===== config.mk =====
export PLATFORM = sky130hd
export DESIGN_NAME = bit_stream_packer_flat
export DESIGN_NICKNAME = d
export VERILOG_FILES = /design/src/rtl/bit_stream_packer_pkg.sv /design/src/rtl/bit_stream_packer_if.sv /design/src/rtl/bit_stream_packer_fifo.sv /design/src/rtl/bit_stream_packer.sv /design/src/flat_wrapper.sv
export SDC_FILE = /design/constraint.sdc
export NUM_CORES = 1
export LEC_CHECK = 0
export BUFFER_PORTS_ARGS = -buffer_cell sky130_fd_sc_hd__buf_2
export CAP_MARGIN = 20
export CORE_MARGIN = 2
export CORE_UTILIZATION = 64
export DETAILED_ROUTE_END_ITERATION = 8
export PLACE_DENSITY = 0.88
export SLEW_MARGIN = 0
export SYNTH_ARGS = -nofsm -noshare
export SYNTH_HDL_FRONTEND = slang
export SYNTH_SLANG_ARGS = --single-unit

===== constraint.sdc =====
create_clock -name clk -period 5.6 [get_ports clk]
set_input_delay 0.84 -clock clk [delete_from_list [all_inputs] [get_ports clk]]
set_output_delay 0.84 -clock clk [all_outputs]
set_load 0.05 [all_outputs]

===== src/rtl/bit_stream_packer_pkg.sv =====
// Shared types and constants for the bit stream packer:
// FSM state encoding, the FIFO word record and a bit-mask helper.
package bit_pack_pkg;

   localparam int TAG_W_DEFAULT = 5;
   localparam int MAX_WIDTH     = 32;
   localparam int MAX_CNT_W     = 6;

   typedef enum logic [0:0] {
      IDLE = 1'b0,
      FILL = 1'b1
   } state_e;

   // Sized for the largest legal word; the packer uses the low bits of each field.
   typedef struct packed {
      logic [MAX_WIDTH-1:0]     data;
      logic [TAG_W_DEFAULT-1:0] tag;
      logic [MAX_CNT_W-1:0]     cnt;
   } word_t;

   // Ones in positions below n, zeros at and above n.
   function automatic logic [MAX_WIDTH-1:0] low_mask(input logic [MAX_CNT_W-1:0] n);
      logic [MAX_WIDTH-1:0] m;
      m = '0;
      for (int i = 0; i < MAX_WIDTH; i++) begin
         m[i] = (i < int'(n));
      end
      return m;
   endfunction

endpackage


===== src/rtl/bit_stream_packer_if.sv =====
// Output word bus of the packer: head-of-FIFO word with valid/ready handshake.
interface bit_stream_packer_if #(
   parameter int WIDTH = 8,
   parameter int TAG_W = 5
);
   localparam int CNT_W = $clog2(WIDTH + 1);

   logic [WIDTH-1:0] word_out;
   logic [TAG_W-1:0] word_tag;
   logic [CNT_W-1:0] word_cnt;
   logic             word_vld;
   logic             word_rdy;

   modport master (output word_out, word_tag, word_cnt, word_vld, input word_rdy);
   modport slave  (input word_out, word_tag, word_cnt, word_vld, output word_rdy);
endinterface


===== src/rtl/bit_stream_packer_fifo.sv =====
// Small shift-style FIFO of packed words. Entry 0 is the head and is read
// straight from its flops; entries at or above the fill count are kept zero,
// so the head reads all-zero whenever the FIFO is empty.
module pack_fifo
   import bit_pack_pkg::*;
#(
   parameter int DEPTH = 2
) (
   input  logic  clk,
   input  logic  reset_n,
   input  logic  push,
   input  word_t din,
   input  logic  pop,
   output word_t head,
   output logic  full,
   output logic  empty
);
   localparam int CNT_W = $clog2(DEPTH + 1);

   word_t            ent_r [DEPTH];
   logic [CNT_W-1:0] count_r;
   logic             pop_ok_s;
   logic             push_ok_s;
   logic [CNT_W-1:0] wr_idx_s;

   // Flag decode and write-slot selection; a pop frees a slot for a same-cycle push.
   always_comb begin
      full      = (count_r == CNT_W'(DEPTH));
      empty     = (count_r == '0);
      pop_ok_s  = pop & ~empty;
      push_ok_s = push & (~full | pop_ok_s);
      if (pop_ok_s) begin
         wr_idx_s = count_r - CNT_W'(1);
      end else begin
         wr_idx_s = count_r;
      end
   end

   // Storage shift on pop, write at the first free slot on push, fill count.
   always_ff @(posedge clk or negedge reset_n) begin
      if (!reset_n) begin
         for (int i = 0; i < DEPTH; i++) begin
            ent_r[i] <= '0;
         end
         count_r <= '0;
      end else begin
         if (pop_ok_s) begin
            for (int i = 0; i < DEPTH - 1; i++) begin
               ent_r[i] <= ent_r[i+1];
            end
            ent_r[DEPTH-1] <= '0;
         end
         for (int i = 0; i < DEPTH; i++) begin
            if (push_ok_s && (wr_idx_s == CNT_W'(i))) begin
               ent_r[i] <= din;
            end
         end
         count_r <= count_r + CNT_W'(push_ok_s) - CNT_W'(pop_ok_s);
      end
   end

   assign head = ent_r[0];

endmodule


===== src/rtl/bit_stream_packer.sv =====
// Packs a qualified serial bit stream into tagged words. A word closes when it
// is full, on flush, or when the enable code changes; closed words go out
// through a small FIFO. Flush together with a tag change closes two words, the
// second one a cycle later through a pending-flush flag.
module bit_stream_packer
   import bit_pack_pkg::*;
#(
   parameter int WIDTH      = 8,
   parameter int FIFO_DEPTH = 2,
   parameter int TAG_W      = TAG_W_DEFAULT
) (
   input  logic                clk,
   input  logic                reset_n,
   input  logic                bit_in,
   input  logic                bit_vld,
   input  logic [TAG_W-1:0]    tag_in,
   input  logic                flush,
   input  logic                clr_ovf,
   bit_stream_packer_if.master wb,
   output logic                tag_change,
   output logic                overflow
);
   localparam int CNT_W = $clog2(WIDTH + 1);

   state_e           state_r;
   logic [WIDTH-1:0] shreg_r;
   logic [CNT_W-1:0] cnt_r;
   logic [TAG_W-1:0] cur_tag_r;
   logic             pend_flush_r;
   logic             tag_change_r;
   logic             overflow_r;

   logic             flush_eff_s;
   logic             tag_match_s;
   logic             close_s;
   logic [WIDTH-1:0] ins_s;
   logic [CNT_W-1:0] cnt_inc_s;
   logic             push_s;
   word_t            push_word_s;
   word_t            head_s;
   logic             full_s;
   logic             empty_s;
   logic             pop_s;
   logic             drop_s;
   logic             unused_head_s;

   function automatic word_t make_word(input logic [WIDTH-1:0] d,
                                       input logic [TAG_W-1:0] t,
                                       input logic [CNT_W-1:0] c);
      word_t w;
      w.data = MAX_WIDTH'(d) & low_mask(MAX_CNT_W'(c));
      w.tag  = TAG_W_DEFAULT'(t);
      w.cnt  = MAX_CNT_W'(c);
      return w;
   endfunction

   // Append position, close conditions and the word offered to the FIFO this cycle.
   always_comb begin
      flush_eff_s = flush | pend_flush_r;
      tag_match_s = (tag_in == cur_tag_r);
      cnt_inc_s   = cnt_r + CNT_W'(1);
      close_s     = (cnt_inc_s == CNT_W'(WIDTH)) | flush_eff_s;
      for (int i = 0; i < WIDTH; i++) begin
         ins_s[i] = (i == int'(cnt_r)) ? bit_in : shreg_r[i];
      end
      push_s      = 1'b0;
      push_word_s = '0;
      if (state_r == FILL) begin
         if (bit_vld && tag_match_s) begin
            if (close_s) begin
               push_s      = 1'b1;
               push_word_s = make_word(ins_s, cur_tag_r, cnt_inc_s);
            end else begin
               push_s = 1'b0;
            end
         end else if (bit_vld || flush_eff_s) begin
            push_s      = 1'b1;
            push_word_s = make_word(shreg_r, cur_tag_r, cnt_r);
         end else begin
            push_s = 1'b0;
         end
      end else begin
         push_s = 1'b0;
      end
   end

   // Packer FSM: shift register, bit count, current tag and the tag-change pulse.
   always_ff @(posedge clk or negedge reset_n) begin
      if (!reset_n) begin
         state_r      <= IDLE;
         shreg_r      <= '0;
         cnt_r        <= '0;
         cur_tag_r    <= '0;
         pend_flush_r <= 1'b0;
         tag_change_r <= 1'b0;
      end else begin
         tag_change_r <= 1'b0;
         pend_flush_r <= 1'b0;
         case (state_r)
            IDLE: begin
               if (bit_vld) begin
                  shreg_r   <= WIDTH'(bit_in);
                  cnt_r     <= CNT_W'(1);
                  cur_tag_r <= tag_in;
                  state_r   <= FILL;
               end
            end
            FILL: begin
               if (bit_vld && tag_match_s) begin
                  if (close_s) begin
                     shreg_r <= '0;
                     cnt_r   <= '0;
                     state_r <= IDLE;
                  end else begin
                     shreg_r <= ins_s;
                     cnt_r   <= cnt_inc_s;
                  end
               end else if (bit_vld) begin
                  // Old word leaves this cycle; the new bit opens a fresh word.
                  shreg_r      <= WIDTH'(bit_in);
                  cnt_r        <= CNT_W'(1);
                  cur_tag_r    <= tag_in;
                  tag_change_r <= 1'b1;
                  pend_flush_r <= flush;
               end else if (flush_eff_s) begin
                  shreg_r <= '0;
                  cnt_r   <= '0;
                  state_r <= IDLE;
               end
            end
            default: begin
               state_r <= IDLE;
            end
         endcase
      end
   end

   // Sticky overflow: a drop sets it and wins over a same-cycle clear.
   always_ff @(posedge clk or negedge reset_n) begin
      if (!reset_n) begin
         overflow_r <= 1'b0;
      end else if (drop_s) begin
         overflow_r <= 1'b1;
      end else if (clr_ovf) begin
         overflow_r <= 1'b0;
      end
   end

   pack_fifo #(
      .DEPTH (FIFO_DEPTH)
   ) u_fifo (
      .clk     (clk),
      .reset_n (reset_n),
      .push    (push_s),
      .din     (push_word_s),
      .pop     (pop_s),
      .head    (head_s),
      .full    (full_s),
      .empty   (empty_s)
   );

   assign pop_s         = ~empty_s & wb.word_rdy;
   assign drop_s        = push_s & full_s & ~pop_s;
   assign unused_head_s = ^head_s;

   assign wb.word_out = head_s.data[WIDTH-1:0];
   assign wb.word_tag = head_s.tag[TAG_W-1:0];
   assign wb.word_cnt = head_s.cnt[CNT_W-1:0];
   assign wb.word_vld = ~empty_s;
   assign tag_change  = tag_change_r;
   assign overflow    = overflow_r;

endmodule


===== src/flat_wrapper.sv =====
// flat-port wrapper written by rule: the top's interface ports become plain ports
module bit_stream_packer_flat import bit_pack_pkg::*;
#(
   parameter int WIDTH      = 8,
   parameter int FIFO_DEPTH = 2,
   parameter int TAG_W      = TAG_W_DEFAULT
)
  (clk, reset_n, bit_in, bit_vld, tag_in, flush, clr_ovf, tag_change, overflow, wb_word_out, wb_word_tag, wb_word_cnt, wb_word_vld, wb_word_rdy);
  bit_stream_packer_if #(.WIDTH(WIDTH), .TAG_W(TAG_W)) wb_i ();
  input  logic clk;
  input  logic reset_n;
  input  logic bit_in;
  input  logic bit_vld;
  input  logic [TAG_W-1:0] tag_in;
  input  logic flush;
  input  logic clr_ovf;
  output logic tag_change;
  output logic overflow;
  output wire logic [$bits(wb_i.word_out)-1:0] wb_word_out;
  output wire logic [$bits(wb_i.word_tag)-1:0] wb_word_tag;
  output wire logic [$bits(wb_i.word_cnt)-1:0] wb_word_cnt;
  output wire logic [$bits(wb_i.word_vld)-1:0] wb_word_vld;
  input wire logic [$bits(wb_i.word_rdy)-1:0] wb_word_rdy;
  assign wb_word_out = wb_i.word_out;
  assign wb_word_tag = wb_i.word_tag;
  assign wb_word_cnt = wb_i.word_cnt;
  assign wb_word_vld = wb_i.word_vld;
  assign wb_i.word_rdy = wb_word_rdy;
  bit_stream_packer #(.WIDTH(WIDTH), .FIFO_DEPTH(FIFO_DEPTH), .TAG_W(TAG_W)) u_core (.clk(clk), .reset_n(reset_n), .bit_in(bit_in), .bit_vld(bit_vld), .tag_in(tag_in), .flush(flush), .clr_ovf(clr_ovf), .wb(wb_i), .tag_change(tag_change), .overflow(overflow));
endmodule

# [Word level (Yosys, flattened, before mapping)]
# Cells that the tools add are included.
[totals] ff_bits=59 inputBits=12 out_inout_bits=20 wordCells=121
[op_classes] n_addsub=4 order_cmp=16 n_eq_ne=14 mux=48 n_bitwise=14 n_reduce_logical=11
[op_table] cell="19-bit two-way mux" n=6
[op_table] cell="62-bit two-way mux" n=1
[op_table] cell="8-bit two-way mux" n=5
[op_table] cell="3-bit by 4-bit less-than comparator with 1-bit output, first input constant" n=8
[op_table] cell="1-bit two-way mux" n=24
[op_table] cell="4-bit two-way mux" n=5
[op_table] cell="8-bit AND" n=2
[op_table] cell="4-bit == test, first input constant" n=4
[op_table] cell="1-bit by 4-bit less-than comparator with 1-bit output, first input constant" n=4
[op_table] cell="2-bit by 4-bit less-than comparator with 1-bit output, first input constant" n=4
[op_table] cell="8-bit one-hot mux with 2 select lines" n=1
[op_table] cell="5-bit two-way mux" n=2
[op_table] cell="5-bit one-hot mux with 2 select lines" n=1
[op_table] cell="3-bit by 4-bit == test with 1-bit output, first input constant" n=2
[op_table] cell="4-bit one-hot mux with 2 select lines" n=1
[op_table] cell="2-bit nonzero test" n=3
[op_table] cell="1-bit AND" n=5
[op_table] cell="5-bit == test" n=1
[op_table] cell="4-bit by 1-bit adder with 4-bit output, second input constant" n=1
[op_table] cell="2-bit by 4-bit == test with 1-bit output, first input constant" n=1
[op_table] cell="4-bit == test, second input constant" n=1
[op_table] cell="2-bit zero test" n=2
[op_table] cell="4-bit zero test" n=1
[op_table] cell="2-bit inequality test, second input constant" n=2
[op_table] cell="13 further kinds" n=20

# [Depth between registers and ports, before layout]
# Gate-level depths: netlist of run 1.
[depth] depth_word=9 mapped_depth=12 ltp_nobuf=10

# [Modules after synthesis]
# Synthesis of run 1 repeated with hierarchy kept, for this count alone.
[hier_totals] hier_cells=520 area_unflattened_um2=5768.0
[modules_own_cells] module="pack_fifo" instances=1 cells_each=307 area_each_um2=4005.1 seq_area_each_um2=2202.1
[modules_own_cells] module="bit_stream_packer" instances=1 cells_each=213 area_each_um2=1762.9 seq_area_each_um2=525.5

# [Worst setup path after synthesis of run 1]
# No wires, ideal clock.
[synth_timing] kind="input-to-reg" startpoint="input port wb_word_rdy" endpoint="register u_core.u_fifo.count_r[1]" setup_ns=0.080 arrival_ns=2.263 required_time_ns=5.520 path_slack_ns=3.257 cell_stages=10 n_path_buf=2 path_cell_list="nand2b_1 -> clkbuf_1 -> clkbuf_1 -> nand2_1 -> nand2_1 -> ha_1 -> inv_1 -> ha_1 -> xnor2_1 -> xnor2_1"
[synth_between] elab_chain_cells=6
[synth_rtl] element="from (decl)" line_no="flat_wrapper.sv:23" text="input wire logic [$bits(wb_i.word_rdy)-1:0] wb_word_rdy;"
[synth_rtl] element="1-bit AND *" line_no="bit_stream_packer.sv:162" text="assign pop_s = ~empty_s & wb.word_rdy;"
[synth_rtl] element="1-bit AND *" line_no="bit_stream_packer_fifo.sv:30" text="pop_ok_s = pop & ~empty;"
[synth_rtl] element="1-bit bitwise OR" line_no="bit_stream_packer_fifo.sv:31" text="push_ok_s = push & (~full | pop_ok_s);"
[synth_rtl] element="1-bit AND" line_no="bit_stream_packer_fifo.sv:31"
[synth_rtl] element="2-bit by 1-bit adder with 2-bit output" line_no="bit_stream_packer_fifo.sv:58" text="count_r <= count_r + CNT_W'(push_ok_s) - CNT_W'(pop_ok_s);"
[synth_rtl] element="2-bit by 1-bit subtractor with 2-bit output *" line_no="bit_stream_packer_fifo.sv:58"
[synth_rtl] element="to (signal assigned)" line_no="bit_stream_packer_fifo.sv:58"
[synth_rtl] element="to (decl)" line_no="bit_stream_packer_fifo.sv:21" text="logic [CNT_W-1:0] count_r;"
# Mark *: on every way between the ends. The rest lies on a longest branch, timed or not.
# A chain may end at the register's enable or synchronous reset.

# [Final worst setup path of run 1]
[layout_timing] startpoint="register u_core.cnt_r[0]" endpoint="register u_core.u_fifo.ent_r[11] (netlist name)"
[layout_between] elab_chain_cells=9 word_cells_on_any_way=20 cone_classes="1 x add/sub; 2 x order compare; 1 x eq/ne; 9 x mux; 4 x bitwise; 3 x reduce/logical"
[layout_rtl] element="from (decl)" line_no="bit_stream_packer.sv:27" text="logic [CNT_W-1:0] cnt_r;"
[layout_rtl] element="from (signal assigned)" line_no="bit_stream_packer.sv:116" text="cnt_r <= cnt_inc_s;"
[layout_rtl] element="4-bit by 1-bit adder with 4-bit output" line_no="bit_stream_packer.sv:61" text="cnt_inc_s = cnt_r + CNT_W'(1);"
[layout_rtl] element="4-bit == test" line_no="bit_stream_packer.sv:62" text="close_s = (cnt_inc_s == CNT_W'(WIDTH)) | flush_eff_s;"
[layout_rtl] element="1-bit bitwise OR" line_no="bit_stream_packer.sv:62"
[layout_rtl] element="1-bit two-way mux" line_no="bit_stream_packer.sv:70" text="if (close_s) begin"
[layout_rtl] element="1-bit two-way mux" line_no="bit_stream_packer.sv:69" text="if (bit_vld && tag_match_s) begin"
[layout_rtl] element="1-bit two-way mux" line_no="bit_stream_packer.sv:68" text="if (state_r == FILL) begin"
[layout_rtl] element="1-bit AND" line_no="bit_stream_packer_fifo.sv:31"
[layout_rtl] element="1-bit logical AND" line_no="bit_stream_packer_fifo.sv:54" text="if (push_ok_s && (wr_idx_s == CNT_W'(i))) begin"
[layout_rtl] element="19-bit two-way mux / 2-bit nonzero test (equally long branches)"
[layout_rtl] element="to (signal, indexed assignment)" line_no="bit_stream_packer_fifo.sv:49" text="ent_r[i] <= ent_r[i+1];"
[layout_rtl] element="to (signal, indexed assignment)" line_no="bit_stream_packer_fifo.sv:55" text="ent_r[i] <= din;"
[layout_rtl] element="to (decl)" line_no="bit_stream_packer_fifo.sv:20" text="word_t ent_r [DEPTH];"
# Parallel ways exist; a longest one is shown, timed or not.

==> results by group, run 1 <==
Clock network
  – Worst skew pair latency: 0.34 ns
  – Reg clk slew, reported paths: 0.06 ns
  – Max H-tree Level: 3
  – Count of hold-fix buffers inserted at cts: 0
  – Cells resized by post-CTS repair: 0
  – Setup repair bufs after CTS: 0
  – Maximum clock insertion buffer count: 2
  – Number of CTS-inserted buffers: 9
  – TritonCTS Sinks: 57
  – Root buf cell: sky130_fd_sc_hd__clkbuf_8
  – Clock tree from TritonCTS: built

Placed design
  – DP Cell Count: 473
  – HPWL after detailed placement: 5.015 mm
  – Port buffer count: 31
  – Final weighted congestion in routability-driven placement: 0.9202

Timing
  – Transition time of the tightest slew-check pin: 0.7702 ns
  – Finish-stage setup viols: 0
  – Summed negative setup slack over all endpoints: 0 ns
  – Final worst-path cycle share: 0.5341
  – Fin. max-slew vios: 0
  – Final Hold Vio Count: 0
  – Max Clock Freq: 0.3344 GHz
  – Post-layout minimum cycle time: 2.991 ns
  – Worst-case clock skew: 0.006987 ns
  – Setup repair after global routing missed its margin: false
  – Relative slew margins: 0.4854

Floorplan
  – Vertical die dimension: 77.84 µm
  – Area of the die: 0.006059 mm²
  – Effective utilization at floorplan: 0.6746
  – Die X: 77.84 µm
  – Number of placed I/O pins: 32
  – Placement Rows: 26
  – Standard cell core area: 0.005172 mm²

Routing
  – Per-cell routed wire length: 15.17 µm
  – Iteration count of the initial detailed-routing pass: 5
  – Total number of vias: 2,911
  – Total Wirelength: 7.419 mm
  – Antenna-violating nets left: 0
  – DR iter-0 viols: 261
  – Vias/cell: 5.953
  – Residual DRC: 0

Setup path
  – Start point of the critical path: u_core.cnt_r[0]$_DFFE_PN0P_
  – Reg-to-Reg Start: u_core.cnt_r[0]$_DFFE_PN0P_
  – Cell depth of the worst flop-to-flop path: 7
  – Cell type of the slowest stage on the worst timing path: sky130_fd_sc_hd__nor2b_4
  – Capturing point of the worst reg2reg path: u_core.u_fifo.ent_r[11]$_DFFE_PN0P_
  – Req. time, crit path: 5.84 ns
  – Endpoint of the worst setup timing path: u_core.u_fifo.ent_r[11]$_DFFE_PN0P_
  – Crit Path Class: flop to flop
  – Maximum single-stage delay on the critical path: 0.70 ns
  – Max FO, Critical Path: 28
  – Cell-by-cell trace of the critical path: ha_1, and2_1, o21ai_4, a41oi_4, nor2b_4, nor2_1, a21o_1
  – Kind of start point of the critical path: flop
  – Endpoint type of the worst setup path: flop
  – Crit path arrival time: 3.23 ns
  – Setup slack of the worst register-to-register path: 2.61 ns

GRT
  – First-pass GRT wire length: 12.42 mm
  – Via count of the first global-routing pass: 2,598
  – Gr usage total: 0.2628
  – Pin count of the biggest net entering global routing: 58
  – Number of antenna violations at the first check in global routing: 0
  – Total global routing overflow: 0

Synthesis
  – Synthesized-area fraction occupied by xor and xnor cells: 0.02259
  – Synth Area in Compound Gates: 0.1789
  – Sequential fraction of the synthesis area: 0.4087
  – Number of distinct library cells after synthesis: 51
  – Post-Syn Nets: 431
  – Predominant post-synthesis flop cell: sky130_fd_sc_hd__dfrtp_1
  – Library cell with the highest instance count after synthesis: sky130_fd_sc_hd__nand2_1
  – Adder-cell share of the synthesized area: 0.02868
  – Total of warnings raised by yosys: 0
  – #FFs+latches synth: 57
  – Syn Std Cell Area: 0.003490 mm²
  – Post-synthesis instance total: 411
  – Largest area contributor in the synthesized netlist: sky130_fd_sc_hd__dfrtp_1
  – Dominant combinational cell family by area after synthesis: simple AND/OR/NAND/NOR gates
  – Most common library cells after synthesis: sky130_fd_sc_hd__nand2_1, sky130_fd_sc_hd__dfrtp_1, sky130_fd_sc_hd__o21ai_0
  – Share of the synthesized area in the top cell type: 0.4087
  – Post-synthesis mux area share: 0.05629
  – Simple-gate area share of the yosys netlist: 0.2148
  – Average size of a mapped cell: 8.491 µm²
  – Async set or reset register ratio after synthesis: 1.000
  – Cells taking the most area after synthesis: sky130_fd_sc_hd__dfrtp_1, sky130_fd_sc_hd__nand2_1, sky130_fd_sc_hd__o21ai_0
  – Number of enable-type register cells in the synthesized netlist: 0

Layout
  – Count of fill cells added during filler insertion: 399
  – Number of nets in the finished design: 434
  – Fraction of layout cells with a size suffix above 1: 0.1718
  – Ant diodes: 0
  – Area Growth Syn to Fin: 5.629%
  – Final standard cell count with taps included and fillers excluded: 489

Power
  – Final Power: 1.449 mW
  – Maximum resistive drop on vdd: 0.0002477 V
  – Standby leakage power: 1.716 nW
  – Power density over the cells: 393.0 mW/mm²

Hold path
  – Worst hold path stage count: 2
  – Hold Path Class: flop to flop

Outcome
  – Run status: finished clean

Job
  – Maximum Capacitance Violations: 0
## registers in the layout (all words and copies together), names as in the netlist, 2 cells and up
name / count
u_core.u_fifo.count_r: 2
u_core.u_fifo.ent_r: 17
u_core.shreg_r: 8
u_core.cur_tag_r: 5
u_core.u_fifo.head: 17
u_core.cnt_r: 4
## worst max-delay path, delay by kind of cell, from the launching register on
kind,cells,cell delay [ns]
AND/OR/NAND/NOR,3,1.13
AO/OA/AOI/OAI,3,0.61
flip-flops,1,0.58
adder cells (fa/ha/maj),1,0.55
## cells by family (layout without fill, tap and decap cells)
logic type | count (synthesis) | in the layout
adders and majority gates | 8 | 8
AOI/OAI and AO/OA | 95 | 95
buffers and inverters | 53 | 61
and+or+nand+nor | 170 | 170
DFF | 57 | 57
xor gates and xnor gates | 9 | 9
muxes | 19 | 19
## power breakdown
| part | switching, mW | total, mW | internal [mW] |
|---|---|---|---|
| Combinational | 0.369 | 0.515 | 0.146 |
| Sequential | 0.0462 | 0.530 | 0.484 |
| Clock | 0.162 | 0.404 | 0.242 |
| Total | 0.578 | 1.45 | 0.871 |
## area by class of cell
type,instances,area (µm²),area share
multi-input combinational,301,1749,0.4745
sequential,57,1426,0.3870
clock buffer,14,172.7,0.04684
timing repair buffer,33,170.2,0.04616
tap,70,87.58,0.02376
inverter,12,45.04,0.01222
clock inverter,2,35.03,0.009504
## layer usage
metal,part of all wire,vias to the layer above,GRT usage
met5,0,-,0
met2,0.45,109,0.3784
met3,0.072,15,0.06977
li1,-,1384,-
met4,0.016,0,0.09107
met1,0.46,1403,0.3827
## layout by cell type (no fill, tap or decap), drive strengths merged, types with 3 or more instances in the layout
master	count
a21oi	11
nand2	104
mux2i	14
a211oi	3
and2	3
clkbuf	14
nor3	8
nor2b	6
o21ai	49
ha	8
inv	12
xnor2	7
nor2	21
o211ai	3
buf	33
o31ai	3
nand2b	3
nand4	3
a21boi	4
a31oi	11
nand3	13
and3	5
dfrtp	57
mux2	5
## metrics by stage
stage                     utilization  setup slack, ns  hold WS (ns)  cell area [µm²]
after floorplan                     -            3.257        0.4597             3490
after global placement         0.6725            2.681        0.4815             3478
after detailed placement       0.6725            2.583        0.4992             3478
after CTS                      0.7126            2.658        0.5134             3686
after global routing           0.7126            2.383        0.5331             3686
final                          0.7126            2.609        0.5029             3686
## worst min path at each step
stage                                               end                                start  slack (ns)
global route        u_core.u_fifo.ent_r[13]$_DFFE_PN0P_  u_core.u_fifo.ent_r[13]$_DFFE_PN0P_        0.53
finish                    u_core.shreg_r[0]$_DFFE_PN0P_        u_core.shreg_r[0]$_DFFE_PN0P_        0.50
floorplan                 u_core.shreg_r[0]$_DFFE_PN0P_        u_core.shreg_r[0]$_DFFE_PN0P_        0.46
CTS                       u_core.shreg_r[4]$_DFFE_PN0P_        u_core.shreg_r[4]$_DFFE_PN0P_        0.51
global placement          u_core.shreg_r[4]$_DFFE_PN0P_        u_core.shreg_r[4]$_DFFE_PN0P_        0.48
detailed placement        u_core.shreg_r[0]$_DFFE_PN0P_        u_core.shreg_r[0]$_DFFE_PN0P_        0.50
Note: power is estimated with default switching activity, not from simulation.
==> run 2, diff against run 1 <==
--- a/config.mk
+++ b/config.mk
@@ -8,9 +8,9 @@
 export BUFFER_PORTS_ARGS = -buffer_cell sky130_fd_sc_hd__buf_2
 export CAP_MARGIN = 20
 export CORE_MARGIN = 2
-export CORE_UTILIZATION = 64
+export CORE_UTILIZATION = 54
 export DETAILED_ROUTE_END_ITERATION = 8
-export PLACE_DENSITY = 0.88
+export PLACE_DENSITY = 0.79
 export SLEW_MARGIN = 0
 export SYNTH_ARGS = -nofsm -noshare
 export SYNTH_HDL_FRONTEND = slang
==> constraint.sdc (replaced) <==
create_clock -name clk -period 2.7 [get_ports clk]
set_input_delay 0.405 -clock clk [delete_from_list [all_inputs] [get_ports clk]]
set_output_delay 0.405 -clock clk [all_outputs]
set_load 0.05 [all_outputs]
==> run 2 against run 1 <==
Critical endpoint is now u_core.u_fifo.count_r[1]$_DFF_PN0_. Sequential power grew 110%. Total power up 120%. Die area up 18%. Combinational power is 110% higher. Clock power is 130% higher. Clock-buffer cell count fell by 3. Worst setup slack got worse by 2.3 ns. Highest routed layer unchanged.
==> results by group, run 2 (synthesized netlist as in run 1, its figures left out) <==
Outcome
  – Run status: finished clean

Layout
  – Ant diodes: 0
  – Area Growth Syn to Fin: 8.784%
  – Number of nets in the finished design: 443
  – Fraction of layout cells with a size suffix above 1: 0.1963
  – Commonest cells after routing, fill and taps aside: sky130_fd_sc_hd__nand2_1, sky130_fd_sc_hd__dfrtp_1, sky130_fd_sc_hd__o21ai_0
  – Count of fill cells added during filler insertion: 548
  – Most common cell after layout, fill and taps aside: sky130_fd_sc_hd__nand2_1

Timing
  – Final Hold Vio Count: 0
  – Setup repair after global routing missed its margin: false
  – Post-layout minimum cycle time: 2.421 ns
  – Fin. max-slew vios: 0
  – Final worst-path cycle share: 0.8968
  – Relative slew margins: 0.5443
  – Summed negative setup slack over all endpoints: 0 ns
  – Max Clock Freq: 0.4130 GHz
  – Finish-stage setup viols: 0
  – Transition time of the tightest slew-check pin: 0.6811 ns
  – Worst-case clock skew: 0.007850 ns

Hold path
  – Hold Path Class: input port to async pin

Routing
  – Vias/cell: 5.695
  – Per-cell routed wire length: 15.65 µm
  – Antenna-violating nets left: 0
  – Iteration count of the initial detailed-routing pass: 5
  – Total Wirelength: 7.905 mm
  – Residual DRC: 0
  – Total number of vias: 2,876
  – DR iter-0 viols: 199

Power
  – Final Power: 3.138 mW
  – Standby leakage power: 1.772 nW
  – Maximum resistive drop on vdd: 0.0007533 V
  – Power density over the cells: 826.6 mW/mm²

Setup path
  – Max FO, Critical Path: 11
  – Kind of start point of the critical path: flop
  – Cell-by-cell trace of the critical path: ha_1, and2_1, o21ai_4, a41oi_4, nand2_1, ha_1, inv_1, ha_1, xnor2_1, xnor2_1
  – Crit path arrival time: 2.68 ns
  – Critical path's top delay family: adder cells
  – Cell depth of the worst flop-to-flop path: 10
  – Most used cell along the critical path: sky130_fd_sc_hd__ha_1
  – Crit Path Class: flop to flop
  – Req. time, crit path: 2.96 ns
  – Count of buffering cells on the critical path with inverters included: 1
  – Reg-to-Reg Start: u_core.cnt_r[0]$_DFFE_PN0P_
  – Maximum single-stage delay on the critical path: 0.58 ns
  – Cell type of the slowest stage on the worst timing path: sky130_fd_sc_hd__dfrtp_1
  – Capturing point of the worst reg2reg path: u_core.u_fifo.count_r[1]$_DFF_PN0_
  – Setup slack of the worst register-to-register path: 0.28 ns
  – Start point of the critical path: u_core.cnt_r[0]$_DFFE_PN0P_
  – Endpoint type of the worst setup path: flop

Floorplan
  – Area of the die: 0.007121 mm²
  – Die X: 84.39 µm
  – Number of placed I/O pins: 32
  – Standard cell core area: 0.006314 mm²
  – Effective utilization at floorplan: 0.5527
  – Vertical die dimension: 84.39 µm
  – Placement Rows: 29

GRT
  – Number of antenna violations at the first check in global routing: 0
  – Via count of the first global-routing pass: 2,687
  – Gr usage total: 0.2363
  – Pin count of the biggest net entering global routing: 35
  – First-pass GRT wire length: 13.28 mm
  – Total global routing overflow: 0

Clock network
  – Maximum clock insertion buffer count: 2
  – TritonCTS Sinks: 57
  – Max H-tree Level: 3
  – Worst skew pair latency: 0.35 ns
  – Root buf cell: sky130_fd_sc_hd__clkbuf_8
  – Clock tree from TritonCTS: built
  – Reg clk slew, reported paths: 0.07 ns
  – Count of hold-fix buffers inserted at cts: 0
  – Number of CTS-inserted buffers: 9

Placed design
  – HPWL after detailed placement: 5.696 mm
  – Port buffer count: 31
  – Final weighted congestion in routability-driven placement: 0.9401

Job
  – Maximum Capacitance Violations: 0
run 2: repair_timing:
action,CTS,global route
setup endpoints to repair,0,2
resized for setup,0,1
setup buffers,0,0
run 2: through the flow:
step                utilization  hold WS, ns  std cells  area, µm²  setup slack (ns)
finish                   0.6013     0.002403        505       3796            0.2787
global route             0.6013      0.04541        505       3796            0.1005
CTS                      0.6013      0.02607        505       3796            0.2346
detailed placement       0.5650       0.3986        489       3567            0.2948
global placement         0.5650       0.3920        489       3567            0.4002
floorplan                     -       0.1094        411       3490            0.4716
run 2: area by class of cell:
type	count	area, µm²	area share
multi-input combinational	301	1749	0.4608
sequential	57	1426	0.3757
timing repair buffer	42	250.2	0.06592
clock buffer	11	151.4	0.03988
tap	77	96.34	0.02538
clock inverter	5	77.57	0.02044
inverter	12	45.04	0.01187
run 2: routing by layer:
| layer | vias up | wire, µm | GRT usage |
|---|---|---|---|
| met1 | 1375 | 3656 | 0.3306 |
| met4 | 0 | 176 | 0.1154 |
| li1 | 1410 | - | - |
| met5 | - | 0 | 0 |
| met2 | 75 | 3709 | 0.3550 |
| met3 | 16 | 363 | 0.04425 |
run 2: worst max-delay path by stage:
| stage | to | depth (start not counted) |
|---|---|---|
| 2_1_floorplan | u_core.u_fifo.count_r[1]$_DFF_PN0_ | 11 |
| 3_3_place_gp | u_core.u_fifo.count_r[1]$_DFF_PN0_ | 10 |
| 3_5_place_dp | u_core.u_fifo.head[11]$_DFFE_PN0P_ | 9 |
| 4_1_cts | u_core.u_fifo.head[11]$_DFFE_PN0P_ | 9 |
| 5_1_grt | u_core.u_fifo.head[16]$_DFFE_PN0P_ | 9 |
| 6_report | u_core.u_fifo.count_r[1]$_DFF_PN0_ | 10 |
run 2: report_power, final:
part,internal (mW),switching [mW],leakage [nW]
Clock,0.566,0.365,0.115
Combinational,0.328,0.776,0.901
Sequential,1.00,0.0993,0.755
==> run 3, diff against run 2 <==
--- a/config.mk
+++ b/config.mk
@@ -11,6 +11,7 @@
 export CORE_UTILIZATION = 54
 export DETAILED_ROUTE_END_ITERATION = 8
 export PLACE_DENSITY = 0.79
+export REMOVE_ABC_BUFFERS = 1
 export SLEW_MARGIN = 0
 export SYNTH_ARGS = -nofsm -noshare
 export SYNTH_HDL_FRONTEND = slang
==> run 3 against run 2 <==
Maximum frequency increased by 3.1%. Total power decreased by 4.8%. Die area is the same. Clock-buffer cell count up 2. Global-route usage increased by 0.31 points. Critical path depth stayed put. Highest routed layer unchanged. Sequential share of layout area is 0.40 points higher. Clock skew up 0.00094 ns. Utilization decreased by 0.63 points. Non-clock buffer count unchanged. Flip-flop and latch count unchanged. Via count grew 0.24%.
==> results by group, run 3 (synthesized netlist as in run 1, its figures left out) <==
Power
  – Switching component of the power: 1.206 mW
  – Portion of total power attributed to the clock network: 0.263
  – Switching power share of the total: 0.4040
  – Sequential group share of total power: 0.367
  – Power density over the cells: 795.0 mW/mm²
  – Cell-internal power: 1.780 mW
  – Fraction of power consumed by combinational cells: 0.370
  – Standby leakage power: 1.754 nW
  – Maximum resistive drop on vdd: 0.0004168 V

Placed design
  – Total placed instance area: 0.003567 mm²
  – HPWL after detailed placement: 5.412 mm
  – Final weighted congestion in routability-driven placement: 0.9342
  – Port buffer count: 31
  – DP Cell Count: 489

Layout
  – Commonest cells after routing, fill and taps aside: sky130_fd_sc_hd__nand2_1, sky130_fd_sc_hd__dfrtp_1, sky130_fd_sc_hd__o21ai_0
  – Number of nets in the finished design: 443
  – Final standard cell count with taps included and fillers excluded: 505
  – Fraction of layout cells with a size suffix above 1: 0.1869
  – Area Growth Syn to Fin: 7.637%
  – Most common cell after layout, fill and taps aside: sky130_fd_sc_hd__nand2_1
  – Layout Utilization: 0.5949
  – Ant diodes: 0
  – Non-Filler Cell Area, Final: 0.003756 mm²
  – Count of fill cells added during filler insertion: 545

Setup path
  – Endpoint type of the worst setup path: flop
  – Start point of the critical path: u_core.cnt_r[1]$_DFFE_PN0P_
  – Reg-to-Reg Start: u_core.cnt_r[1]$_DFFE_PN0P_
  – Setup slack of the worst register-to-register path: 0.35 ns
  – Kind of start point of the critical path: flop
  – Crit path arrival time: 2.61 ns
  – Endpoint of the worst setup timing path: u_core.u_fifo.count_r[1]$_DFF_PN0_
  – Capturing point of the worst reg2reg path: u_core.u_fifo.count_r[1]$_DFF_PN0_
  – Crit Path Class: flop to flop
  – Cell depth of the worst flop-to-flop path: 10
  – Max FO, Critical Path: 12
  – Req. time, crit path: 2.96 ns

Timing
  – Final worst-path cycle share: 0.8695
  – Post-layout minimum cycle time: 2.348 ns
  – Transition time of the tightest slew-check pin: 0.8898 ns
  – Finish-stage setup viols: 0
  – Fin. max-slew vios: 0
  – Worst-case clock skew: 0.008785 ns
  – Final Hold Vio Count: 0
  – Relative slew margins: 0.4068
  – Summed negative setup slack over all endpoints: 0 ns
  – Setup repair after global routing missed its margin: false
  – Max Clock Freq: 0.4260 GHz

Floorplan
  – Vertical die dimension: 84.39 µm
  – Number of placed I/O pins: 32
  – Area of the die: 0.007121 mm²
  – Placement Rows: 29
  – Standard cell core area: 0.006314 mm²
  – Die X: 84.39 µm
  – Effective utilization at floorplan: 0.5527

Clock network
  – Worst skew pair latency: 0.34 ns
  – Reg clk slew, reported paths: 0.06 ns
  – Clock tree from TritonCTS: built
  – Root buf cell: sky130_fd_sc_hd__clkbuf_8
  – TritonCTS Sinks: 57
  – Setup repair bufs after CTS: 0
  – Cells resized by post-CTS repair: 0
  – Number of CTS-inserted buffers: 9
  – Count of hold-fix buffers inserted at cts: 0
  – Maximum clock insertion buffer count: 2
  – Max H-tree Level: 3

GRT
  – Number of antenna violations at the first check in global routing: 0
  – Pin count of the biggest net entering global routing: 40
  – Via count of the first global-routing pass: 2,737
  – First-pass GRT wire length: 13.39 mm
  – Gr usage total: 0.2394
  – Total global routing overflow: 0

Routing
  – Per-cell routed wire length: 15.88 µm
  – Residual DRC: 0
  – Antenna-violating nets left: 0
  – Total Wirelength: 8.021 mm
  – Iteration count of the initial detailed-routing pass: 5
  – DR iter-0 viols: 243
  – Vias/cell: 5.709
  – Total number of vias: 2,883

Outcome
  – Run status: finished clean

Hold path
  – Hold Path Class: input port to async pin

Job
  – Maximum Capacitance Violations: 0
run 3: changes by cell type in the layout (fill, tap and decap cells not counted):
cell / before / now
sky130_fd_sc_hd__clkbuf_1: 0 / 3
sky130_fd_sc_hd__bufinv_16: 2 / 1
sky130_fd_sc_hd__clkbuf_8: 11 / 10
sky130_fd_sc_hd__clkinvlp_4: 1 / 0
sky130_fd_sc_hd__inv_1: 10 / 11
sky130_fd_sc_hd__inv_2: 2 / 1
run 3: per-stage QoR:
stage	hold slack, ns	total power [mW]	setup slack (ns)
5_1_grt	0.2414	3.164	0.1596
3_5_place_dp	0.4963	2.212	0.3640
6_report	0.1839	2.986	0.3524
4_1_cts	0.2198	3.009	0.3538
2_1_floorplan	0.1094	1.900	-0.1528
3_3_place_gp	0.4902	2.179	0.4482
run 3: cell type report:
class / instances / area [µm²] / area share
multi-input cells: 301 / 1749 / 0.4657
clock inverters: 3 / 40.04 / 0.01066
well taps: 77 / 96.34 / 0.02565
clock buffers: 13 / 148.9 / 0.03964
flip-flops and latches: 57 / 1426 / 0.3797
inverters: 12 / 45.04 / 0.01199
repair buffers: 42 / 250.2 / 0.06662
run 3: power by group through the flow:
stage                     Combinational [mW]  Clock [mW]  Sequential (mW)
final                                   1.11       0.784             1.10
after CTS                               1.11       0.801             1.10
after floorplan                        0.562           0             1.34
after global routing                    1.20       0.843             1.12
after global placement                  1.08           0             1.10
after detailed placement                1.10           0             1.11
run 3: worst min-delay path by stage:
| stage | slack, ns | depth (start not counted) | end | from |
|---|---|---|---|---|
| 4_1_cts | 0.22 | 1 | u_core.u_fifo.head[1]$_DFFE_PN0P_ | reset_n |
| 3_5_place_dp | 0.50 | 2 | u_core.shreg_r[0]$_DFFE_PN0P_ | u_core.shreg_r[0]$_DFFE_PN0P_ |
| 5_1_grt | 0.24 | 1 | u_core.u_fifo.ent_r[0]$_DFFE_PN0P_ | reset_n |
| 3_3_place_gp | 0.49 | 2 | u_core.shreg_r[0]$_DFFE_PN0P_ | u_core.shreg_r[0]$_DFFE_PN0P_ |
| 2_1_floorplan | 0.11 | 0 | u_core.cnt_r[0]$_DFFE_PN0P_ | reset_n |
| 6_report | 0.18 | 1 | u_core.u_fifo.ent_r[0]$_DFFE_PN0P_ | reset_n |
run 3: critical path: stages (launching register included):
cell,delay [ns]
sky130_fd_sc_hd__dfrtp_1,0.56
sky130_fd_sc_hd__ha_1,0.23
sky130_fd_sc_hd__and2_1,0.21
sky130_fd_sc_hd__o21ai_4,0.13
sky130_fd_sc_hd__a41oi_4,0.28
sky130_fd_sc_hd__nand2_1,0.09
sky130_fd_sc_hd__ha_1,0.27
sky130_fd_sc_hd__inv_1,0.04
sky130_fd_sc_hd__ha_1,0.18
sky130_fd_sc_hd__xnor2_1,0.16
sky130_fd_sc_hd__xnor2_1,0.13
run 3: per-layer routing:
| metal | track usage | routed length (µm) | up-vias |
|---|---|---|---|
| met3 | 0.06096 | 474 | 12 |
| met4 | 0.09235 | 177 | 0 |
| met2 | 0.3615 | 3640 | 103 |
| met1 | 0.3338 | 3729 | 1362 |
| li1 | - | - | 1406 |
| met5 | 0 | 0 | - |
